File: src/rtl/timer_loader.sv
// Streams a preset table into the timer load port after a start pulse, then
// waits for the timer's ready flag and reports done or a timeout error.
module timer_loader #(
  parameter int DATA_WIDTH = 8,
  parameter int NUM_WORDS  = 1,
  parameter int ADR_WIDTH  = 1,
  parameter int GAP        = 0,
  parameter int TIMEOUT    = 16
) (
  input  logic                  clk,
  input  logic                  rst,
  input  logic                  cfg_we,
  input  logic [ADR_WIDTH-1:0]  cfg_adr,
  input  logic [DATA_WIDTH-1:0] cfg_data,
  input  logic                  start,
  output logic [DATA_WIDTH-1:0] tim_tdata,
  output logic                  tim_tvalid,
  input  logic                  tim_tready,
  input  logic                  tim_ready,
  output logic                  busy,
  output logic                  done,
  output logic                  err
);

  localparam int IDX_W = $clog2(NUM_WORDS + 1);
  localparam int TMO_W = $clog2(TIMEOUT + 1);
  localparam int GAP_W = (GAP > 0) ? $clog2(GAP + 1) : 1;

  localparam logic [IDX_W-1:0] IDX_LAST = IDX_W'(NUM_WORDS - 1);
  localparam logic [TMO_W-1:0] TMO_LAST = TMO_W'(TIMEOUT - 1);
  localparam logic [GAP_W-1:0] GAP_LAST = (GAP > 0) ? GAP_W'(GAP - 1) : '0;

  typedef enum logic [2:0] {
    S_IDLE = 3'd0,
    S_SEND = 3'd1,
    S_GAP  = 3'd2,
    S_WAIT = 3'd3,
    S_DONE = 3'd4,
    S_ERR  = 3'd5
  } state_t;

  state_t                state_q, state_d;
  logic [IDX_W-1:0]      idx_q, idx_d;
  logic [GAP_W-1:0]      gap_q, gap_d;
  logic [TMO_W-1:0]      tmo_q, tmo_d;
  logic                  tvalid_q, tvalid_d;
  logic [DATA_WIDTH-1:0] tdata_q, tdata_d;
  logic                  busy_q, busy_d;
  logic                  done_q, done_d;
  logic                  err_q, err_d;

  logic [DATA_WIDTH-1:0] preset_q [NUM_WORDS];
  logic [IDX_W-1:0]      idx_nxt;
  logic [DATA_WIDTH-1:0] cur_word, nxt_word;
  logic                  idle_like;

  assign idle_like = (state_q == S_IDLE) || (state_q == S_DONE) || (state_q == S_ERR);
  assign idx_nxt   = idx_q + IDX_W'(1);

  // Table is deliberately outside reset; out-of-range addresses match no entry.
  always_ff @(posedge clk) begin
    if (cfg_we && idle_like) begin
      for (int i = 0; i < NUM_WORDS; i++) begin
        if (cfg_adr == ADR_WIDTH'(i)) preset_q[i] <= cfg_data;
      end
    end
  end

  always_comb begin
    cur_word = '0;
    nxt_word = '0;
    for (int i = 0; i < NUM_WORDS; i++) begin
      if (idx_q == IDX_W'(i))   cur_word = preset_q[i];
      if (idx_nxt == IDX_W'(i)) nxt_word = preset_q[i];
    end
  end

  always_comb begin
    state_d  = state_q;
    idx_d    = idx_q;
    gap_d    = gap_q;
    tmo_d    = tmo_q;
    tvalid_d = tvalid_q;
    tdata_d  = tdata_q;
    busy_d   = busy_q;
    done_d   = done_q;
    err_d    = err_q;
    case (state_q)
      S_IDLE, S_DONE, S_ERR: begin
        if (start) begin
          state_d  = S_SEND;
          idx_d    = '0;
          tvalid_d = 1'b1;
          tdata_d  = preset_q[0];
          busy_d   = 1'b1;
          done_d   = 1'b0;
          err_d    = 1'b0;
        end
      end
      S_SEND: begin
        if (tvalid_q && tim_tready) begin
          if (idx_q == IDX_LAST) begin
            state_d  = S_WAIT;
            tvalid_d = 1'b0;
            tmo_d    = '0;
          end else if (GAP == 0) begin
            idx_d   = idx_nxt;
            tdata_d = nxt_word;
          end else begin
            state_d  = S_GAP;
            idx_d    = idx_nxt;
            gap_d    = '0;
            tvalid_d = 1'b0;
          end
        end
      end
      S_GAP: begin
        // idx_q already points at the next word while idling.
        if (gap_q == GAP_LAST) begin
          state_d  = S_SEND;
          tvalid_d = 1'b1;
          tdata_d  = cur_word;
        end else begin
          gap_d = gap_q + GAP_W'(1);
        end
      end
      S_WAIT: begin
        if (tim_ready) begin
          state_d = S_DONE;
          done_d  = 1'b1;
          busy_d  = 1'b0;
        end else if (tmo_q == TMO_LAST) begin
          state_d = S_ERR;
          err_d   = 1'b1;
          busy_d  = 1'b0;
          tmo_d   = tmo_q + TMO_W'(1);
        end else begin
          tmo_d = tmo_q + TMO_W'(1);
        end
      end
      default: begin
        state_d  = S_IDLE;
        tvalid_d = 1'b0;
        busy_d   = 1'b0;
      end
    endcase
  end

  always_ff @(posedge clk) begin
    if (rst) begin
      state_q  <= S_IDLE;
      idx_q    <= '0;
      gap_q    <= '0;
      tmo_q    <= '0;
      tvalid_q <= 1'b0;
      tdata_q  <= '0;
      busy_q   <= 1'b0;
      done_q   <= 1'b0;
      err_q    <= 1'b0;
    end else begin
      state_q  <= state_d;
      idx_q    <= idx_d;
      gap_q    <= gap_d;
      tmo_q    <= tmo_d;
      tvalid_q <= tvalid_d;
      tdata_q  <= tdata_d;
      busy_q   <= busy_d;
      done_q   <= done_d;
      err_q    <= err_d;
    end
  end

  assign tim_tdata  = tdata_q;
  assign tim_tvalid = tvalid_q;
  assign busy       = busy_q;
  assign done       = done_q;
  assign err        = err_q;

endmodule

File: config.mk
export PLATFORM = sky130hd
export DESIGN_NAME = timer_loader
export DESIGN_NICKNAME = d
export VERILOG_FILES = /design/src/rtl/timer_loader.sv
export SDC_FILE = /design/constraint.sdc
export NUM_CORES = 1
export LEC_CHECK = 0
export CAP_MARGIN = 20
export CORE_UTILIZATION = 50
export CTS_BUF_LIST = sky130_fd_sc_hd__clkbuf_4 sky130_fd_sc_hd__clkbuf_8
export DETAILED_ROUTE_END_ITERATION = 8
export DONT_BUFFER_PORTS = 1
export PLACE_DENSITY = 0.72
export SLEW_MARGIN = 10
export SYNTH_ARGS = -nofsm -noshare
export SYNTH_HDL_FRONTEND = slang
export SYNTH_SLANG_ARGS = --single-unit
File: constraint.sdc
create_clock -name clk -period 4.8 [get_ports clk]
set_input_delay 0.48 -clock clk [delete_from_list [all_inputs] [get_ports clk]]
set_output_delay 0.48 -clock clk [all_outputs]
set_load 0.02 [all_outputs]
==> run metrics, run 1 <==
Routed Antenna Nets 0; clock latency on the worst-skew pair 330 ps; proportion of layout cells with a drive suffix above 1 0.0940; GPL Wtd Cong about 0.80; maximum vdd drop between 0.0002 and 0.00025 V; switching share of total power 0.237; #FFs+latches synth 28; Starting Density 0.543; initial antenna violation count 0; Hold Path End state_q[2]$_SDFFE_PP0P_; CTS hold repair buffers 0; Mapped Cells 120; core area ~0.0023 mm^2; first-pass GRT wire length 3.84 mm; Startpoint Class register; synth warn 0; clk_skew 13.9 ps; worst path cell trace nor2b_1 > nor4b_1 > buf_4; worst r2r dst preset_q[0][6]$_DFFE_PP_; Sink Count 28; P_sw 0.0959 mW; cts repair resizes 0; Crit Path Class reg2reg; average size of a mapped cell 10.3 um^2; Setup TNS 0 ps; GRT Util Overall 0.194; crit path from state_q[0]$_SDFFE_PP0P_; Routed Wire Length 2.25 mm; internal power 0.309 mW; Reg-to-Reg Start state_q[0]$_SDFFE_PP0P_; max_slew headroom 0.406; total power draw 0.405 mW; Initial DRC Count 17; Flop pwr share 0.654; required time at the worst-slack endpoint 4900 ps; endpoint class of the critical path register; Max Clock Freq 568 MHz; Port Buffers 0; Reg2Reg Setup Slack 3040 ps; clk buf depth 2; Netlist cell types 36; Post-Syn Area 0.00123 mm^2; die span in y roughly 52 um; routed len/inst between 15 and 20 um; vias in the first global route 814; CTS Root Buffer Type clkbuf_4; fin. max-slew vios 0; Cell Count, Final, Fillers Out 145; RSZ-0062 raised after global routing false; placed cell count approximately 140; largest net degree at the start of global routing 19; Crit Path Max Fanout 14; proportion of power drawn by combinational gates 0.065; fin crit share 0.367; Pwr Density 318 mW/mm^2; sequential share of the synthesized area 0.519; area of the die 0.00267 mm^2; drt pass-1 iters 5; die width 51.7 um; DRC viols 0; Worst path max stage delay 750 ps; Crit path max-delay family simple AND/OR/NAND/NOR gates; total CTS buffers 3; via count 898; worst hold path class in2reg; # IOs 27; CP Buf/Inv Count 1; setup violators final 0; R2R cell count 3; critical path arrival 1860 ps; hold depth 1; Site Rows 17; minimum clock period 1760 ps; detailed placement HPWL between 1.5 and 2 mm; worst-margin pin slew 890 ps; hold_sp rst; max-cap violations 0; WP depth 3; CTS tree yes; Slowest-stage cell, CP nor2b_1; Final nets 135; clk slew on worst S/H paths 150 ps; Antenna Cells 0; run status finished clean; synth-to-layout area growth 3.14%; clock share of power 0.281; endpoints failing hold 0; drt via density 6.19; final core occ 0.560; leak pwr 0.444 nW; post-CTS setup buffers 0; grt ovf 0; Net Count, Synth roughly 140; CTS H-Tree Depth 1
## cell type report
type	instances	area, um^2
Multi-Input combinational cell	79	536
Sequential cell	28	641
Inverter	5	18.8
Clock buffer	4	36.3
Tap cell	28	35.0
Timing Repair Buffer	1	7.51
Fill cell	193	1000
## stage by stage
stage	hold slack [ps]	instance area (um^2)	worst slack, ps
CTS	180	1270	3060
global route	159	1270	2840
finish	190	1270	3040
floorplan	452	1230	2780
global placement	470	1240	3140
detailed placement	471	1240	3100
## how the worst max path moves through the flow
stage,endpoint
floorplan,preset_q[0][0]$_DFFE_PP_
detailed placement,preset_q[0][2]$_DFFE_PP_
CTS,preset_q[0][5]$_DFFE_PP_
finish,preset_q[0][6]$_DFFE_PP_
global route,preset_q[0][0]$_DFFE_PP_
global placement,preset_q[0][5]$_DFFE_PP_
## kinds of logic after synthesis
kind of cell | Yosys count | share of synthesized area
buf+inv | 13 | 0.0476
fa+ha+maj | 2 | 0.0203
xor+xnor | 1 | 0.00709
simple gates | 36 | 0.187
compound gates | 38 | 0.203
mux | 2 | 0.0162
flops | 28 | 0.519
## Yosys cell counts, drive strengths merged
master	count	area, um^2
or2	1	6.26
nand3	2	10.0
a21oi	15	75.1
or3	1	6.26
and3b	1	8.76
nor3b	1	7.51
o221a	2	22.5
o211ai	2	15.0
xnor2	1	8.76
dfxtp	20	400
edfxtp	8	240
clkbuf	4	15.0
nor2	6	22.5
and4bb	1	12.5
nand2b	2	12.5
buf	4	25.0
nor2b	1	6.26
nor4b	1	8.76
a311o	1	10.0
nand4	10	62.6
ha	2	25.0
nand2	3	11.3
o21ai	6	30.0
mux2i	2	20.0
a211oi	1	7.51
and3	2	12.5
or3b	1	8.76
and2	1	6.26
a21boi	1	7.51
a2111oi	1	15.0
nand4b	1	8.76
nand3b	1	20.0
o31ai	9	67.6
inv	5	18.8
## power by group through the flow
stage                     Clock [mW]  Sequential (mW)  Combinational [mW]
after floorplan                    0            0.268              0.0255
after global placement             0            0.269              0.0257
after detailed placement           0            0.270              0.0258
after CTS                      0.118            0.265              0.0260
after global routing           0.128            0.266              0.0305
final                          0.114            0.265              0.0263
## layer usage
metal | up-vias | routed length, um | track usage
li1 | 446 | - | -
met2 | 35 | 935 | 0.260
met1 | 415 | 1150 | 0.294
met3 | 2 | 155 | 0.0819
met4 | 0 | 10 | 0.0225
met5 | - | 0 | 0
## registers in the layout (all words and copies together), names as in the netlist
| name | count |
|---|---|
| preset_q | 8 |
| done | 1 |
| state_q | 3 |
| tmo_q | 5 |
| tim_tvalid | 1 |
| tim_tdata | 8 |
| busy | 1 |
| err | 1 |
## placed cells by master (no fill, tap or decap), types with 2 or more instances in the layout
master	n
dfxtp_1	20
a21oi_1	15
nand4_1	10
o31ai_1	9
edfxtp_1	8
o21ai_0	6
nor2_1	6
inv_1	5
nand2_1	3
clkbuf_4	3
and3_1	2
nand2b_1	2
nand3_1	2
o211ai_1	2
mux2i_1	2
ha_1	2
(Power assumes the default switching activity.)
==> run 2, diff against run 1 <==
clock period = 1.7 ns   (was 4.8 ns; I/O delays follow)
==> run metrics, run 2 (synthesis results as in run 1) <==
worst path cell trace ha_1 > and3_1 > ha_1 > nor2_1 > or3_1 > a21oi_1; endpoint class of the critical path register; Startpoint Class register; Critical Path Most Common Cell ha_1; final core occ 0.622; first-pass GRT wire length 4.23 mm; setup violators final 0; worst-margin pin slew 811 ps; Routed Antenna Nets 0; total CTS buffers 3; Slowest-stage cell, CP dfxtp_1; clock latency on the worst-skew pair around 330 ps; Reg-to-Reg Start tmo_q[0]$_SDFFE_PP0P_; CTS H-Tree Depth 1; Site Rows 17; largest net degree at the start of global routing 17; Initial DRC Count 42; Sink Count 28; internal power 0.999 mW; clock share of power 0.340; required time at the worst-slack endpoint 1970 ps; placed cell count 145; Area after DPL 0.00127 mm^2; Port Buffers 0; max-cap violations 0; cts repair resizes 0; Min Hold Slack 7.63 ps; detailed placement HPWL 1.74 mm; DRC viols 0; maximum vdd drop ~0.00080 V; fin. max-slew vios 0; initial antenna violation count 0; Antenna Cells 0; RSZ-0062 raised after global routing false; Max Clock Freq ~640 MHz; proportion of layout cells with a drive suffix above 1 0.123; fin area 0.00142 mm^2; total power draw ~1.3 mW; drt pass-1 iters 4; core area 0.00228 mm^2; critical path arrival 1830 ps; worst r2r dst state_q[2]$_SDFFE_PP0P_; vias in the first global route 898; GRT Util Overall 0.215; Final nets around 150; drt via density 6.07; minimum clock period 1560 ps; routed len/inst 16.1 um; Setup WS pre-CTS 164 ps; hold depth 3; switching share of total power 0.226; worst hold path class in2reg; Cell Count, Final, Fillers Out 158; clk slew on worst S/H paths 150 ps; hold_sp rst; Hold Path End tmo_q[3]$_SDFFE_PP0P_; # IOs 27; CTS tree yes; proportion of power drawn by combinational gates 0.083; max_slew headroom 0.458; endpoints failing hold 0; Crit Path Class reg2reg; leak pwr 0.511 nW; Starting Density 0.543; P_sw 0.292 mW; grt ovf 0; area of the die 0.00267 mm^2; GPL Wtd Cong 0.799; R2R cell count 6; post-route setup slack 141 ps; commonest non-fill, non-tap cell in the layout dfxtp_1; FILL cells ~190; Routed Wire Length 2.55 mm; fin crit share 0.917; die width about 52 um; clk_skew 6.42 ps; Crit Path Max Fanout 4; Flop pwr share 0.577; clk buf depth 2; Reg2Reg Setup Slack 140 ps; synth-to-layout area growth 14.7%; commonest non-fill, non-tap cells in the layout dfxtp_1 (20), a21oi_1 (15), nand4_1 (10), o31ai_1 (9), dlygate4sd3_1 (9); Setup TNS 0 ps; Worst path max stage delay ~400 ps; via count 959; run status finished clean; CTS Root Buffer Type clkbuf_4; die span in y 51.7 um; Pwr Density 912 mW/mm^2
==> run 2: power by group through the flow <==
stage               clock [mW]  sequential, mW  combinational [mW]
floorplan                    0           0.756              0.0729
global placement             0           0.759              0.0829
detailed placement           0           0.760              0.0847
CTS                      0.441           0.745               0.106
global route             0.470           0.748               0.118
finish                   0.439           0.745               0.107
==> run 2: what timing repair did <==
| action | in CTS | in global routing |
|---|---|---|
| hold buffers | 9 | 0 |
| hold endpoints to repair | 22 | 0 |
| buffers inserted | 0 | 0 |
==> run 2: area by class of cell <==
cell class	instances	area (um^2)	share of cell area
flip-flops and latches	28	641	0.452
inverters	5	18.8	0.0133
well taps	28	35.0	0.0247
repair buffers	14	128	0.0901
multi-input cells	79	542	0.383
clock buffers	3	22.5	0.0159
clock inverters	1	30.0	0.0212
==> run 2: worst max-delay path by stage <==
stage / cells past startpoint / from / end / slack (ps)
3_3_place_gp: 2 / state_q[0]$_SDFFE_PP0P_ / preset_q[0][4]$_DFFE_PP_ / 210
6_report: 6 / tmo_q[0]$_SDFFE_PP0P_ / state_q[2]$_SDFFE_PP0P_ / 140
5_1_grt: 6 / tmo_q[0]$_SDFFE_PP0P_ / state_q[2]$_SDFFE_PP0P_ / 30
2_1_floorplan: 3 / state_q[0]$_SDFFE_PP0P_ / preset_q[0][0]$_DFFE_PP_ / 70
3_5_place_dp: 2 / state_q[0]$_SDFFE_PP0P_ / preset_q[0][5]$_DFFE_PP_ / 160
4_1_cts: 6 / tmo_q[0]$_SDFFE_PP0P_ / state_q[2]$_SDFFE_PP0P_ / 140
==> run 2: per-layer routing <==
layer  global-route usage  up-vias  part of all wire  wire (um)
li1                     -      476                 -          -
met1                0.297      449              0.46       1180
met2                0.327       34              0.47       1190
met3               0.0789        0             0.072        183
met4               0.0360        0                 0          0
met5                    0        -                 0          0
==> run 2: worst max-delay path: cells and delay by family (launching register included) <==
| kind | cells | cell delay [ps] |
|---|---|---|
| and+or+nand+nor | 3 | 530 |
| DFF | 1 | 400 |
| adders and majority gates | 2 | 400 |
| AOI/OAI and AO/OA | 1 | 170 |
==> run 3, diff against run 2 <==
PLACE_DENSITY = unset   (was 0.72)
REMOVE_ABC_BUFFERS = 1   (was unset)
==> run metrics, run 3 (synthesis results as in run 1) <==
area of the die 0.00267 mm^2; GPL Wtd Cong 0.862; clk_skew 6.93 ps; leak pwr 0.503 nW; Final nets roughly 150; clock latency on the worst-skew pair 330 ps; maximum vdd drop 0.000523 V; Setup crit end busy$_SDFFE_PP0P_; Reg2Reg Setup Slack 180 ps; via count 953; Routed Antenna Nets 0; Antenna Cells 0; Setup WS pre-CTS 218 ps; Startpoint Class register; worst r2r dst busy$_SDFFE_PP0P_; R2R cell count 6; post-CTS setup buffers 0; minimum clock period about 1500 ps; core area between 0.002 and 0.0025 mm^2; Port Buffers 0; first-pass GRT wire length 4.15 mm; vias in the first global route between 900 and 1000; run status finished clean; # IOs 27; DRC viols 0; worst-margin pin slew approximately 620 ps; initial antenna violation count 0; CTS Root Buffer Type clkbuf_4; Cell Count, Final, Fillers Out 157; CTS H-Tree Depth 1; clk slew on worst S/H paths 160 ps; CTS tree yes; Crit Path Max Fanout 4; max-cap violations 0; drt pass-1 iters 6; post-route setup slack 178 ps; largest net degree at the start of global routing 17; routed len/inst 16.9 um; total CTS buffers 3; placed cell count 144; Site Rows 17; detailed placement HPWL 1.72 mm; CTS hold repair buffers 9; area of the multi-input gates 536 um^2; commonest non-fill, non-tap cell in the layout dfxtp_1; Routed Wire Length between 2 and 3 mm; worst hold path class in2reg; FILL cells 193; Pwr Density 923 mW/mm^2; endpoints failing hold 0; grt ovf 0; die width roughly 52 um; Register Area 641 um^2; proportion of layout cells with a drive suffix above 1 0.109; commonest non-fill, non-tap cells in the layout dfxtp_1 (20), a21oi_1 (15), nand4_1 (10), o31ai_1 (9), dlygate4sd3_1 (9); Sink Count 28; Reg-to-Reg Start tmo_q[0]$_SDFFE_PP0P_; critical path arrival approximately 1800 ps; drt via density 6.07; GRT Util Overall 0.213; die span in y 51.7 um; setup violators final 0; RSZ-0062 raised after global routing false; fin. max-slew vios 0; Initial DRC Count 32; max_slew headroom 0.583; crit path from tmo_q[0]$_SDFFE_PP0P_; clk buf depth 2; required time at the worst-slack endpoint 1970 ps; synth-to-layout area growth 13.6%; fin crit share 0.895; Crit Path Class reg2reg; cts repair resizes 0; endpoint class of the critical path register; Starting Density 0.543; Max Clock Freq 657 MHz
[run 3: layout make-up]
class / instances / share of cell area
Tap cell: 28 / 0.0250
Multi-Input combinational cell: 79 / 0.382
Clock inverter: 1 / 0.0214
Timing Repair Buffer: 13 / 0.0856
Inverter: 5 / 0.0134
Sequential cell: 28 / 0.457
Clock buffer: 3 / 0.0161
[run 3: worst min-delay path by stage]
stage	startpoint	to	slack, ps	cells past startpoint
floorplan	rst	busy$_SDFFE_PP0P_	240	1
global placement	rst	done$_SDFFE_PP0P_	240	1
detailed placement	rst	tim_tdata[0]$_SDFFE_PP0P_	240	1
CTS	start	busy$_SDFFE_PP0P_	0.8	2
global route	rst	tmo_q[3]$_SDFFE_PP0P_	20	3
finish	start	busy$_SDFFE_PP0P_	8	2
[run 3: critical path, stage by stage, from the launching register on]
cell and delay, ps:
dfxtp_1 360, ha_1 220, and3_1 180, ha_1 210, o211ai_1 210, nand4_1 120
a21oi_1 150
[run 3: power breakdown]
part           leakage (nW)  internal [mW]  switching [mW]
Clock                0.0279          0.238           0.202
Combinational         0.238         0.0491          0.0580
Sequential            0.237          0.712          0.0347
Total                 0.503          0.999           0.295
[run 3: metal layers]
metal / part of all wire / GRT usage
met3: 0.054 / 0.0409
met4: 0 / 0.0541
met2: 0.43 / 0.314
met5: 0 / 0
met1: 0.51 / 0.319
[run 3: stage by stage]
stage	cell area (um^2)	TNS, ps	total power, mW	hold WS (ps)	util
2_1_floorplan	1190	-2040	0.816	239	-
3_3_place_gp	1260	0	0.843	241	0.554
3_5_place_dp	1260	0	0.845	244	0.554
4_1_cts	1400	0	1.30	0.778	0.616
5_1_grt	1400	0	1.34	20.3	0.616
6_report	1400	0	1.29	8.32	0.616
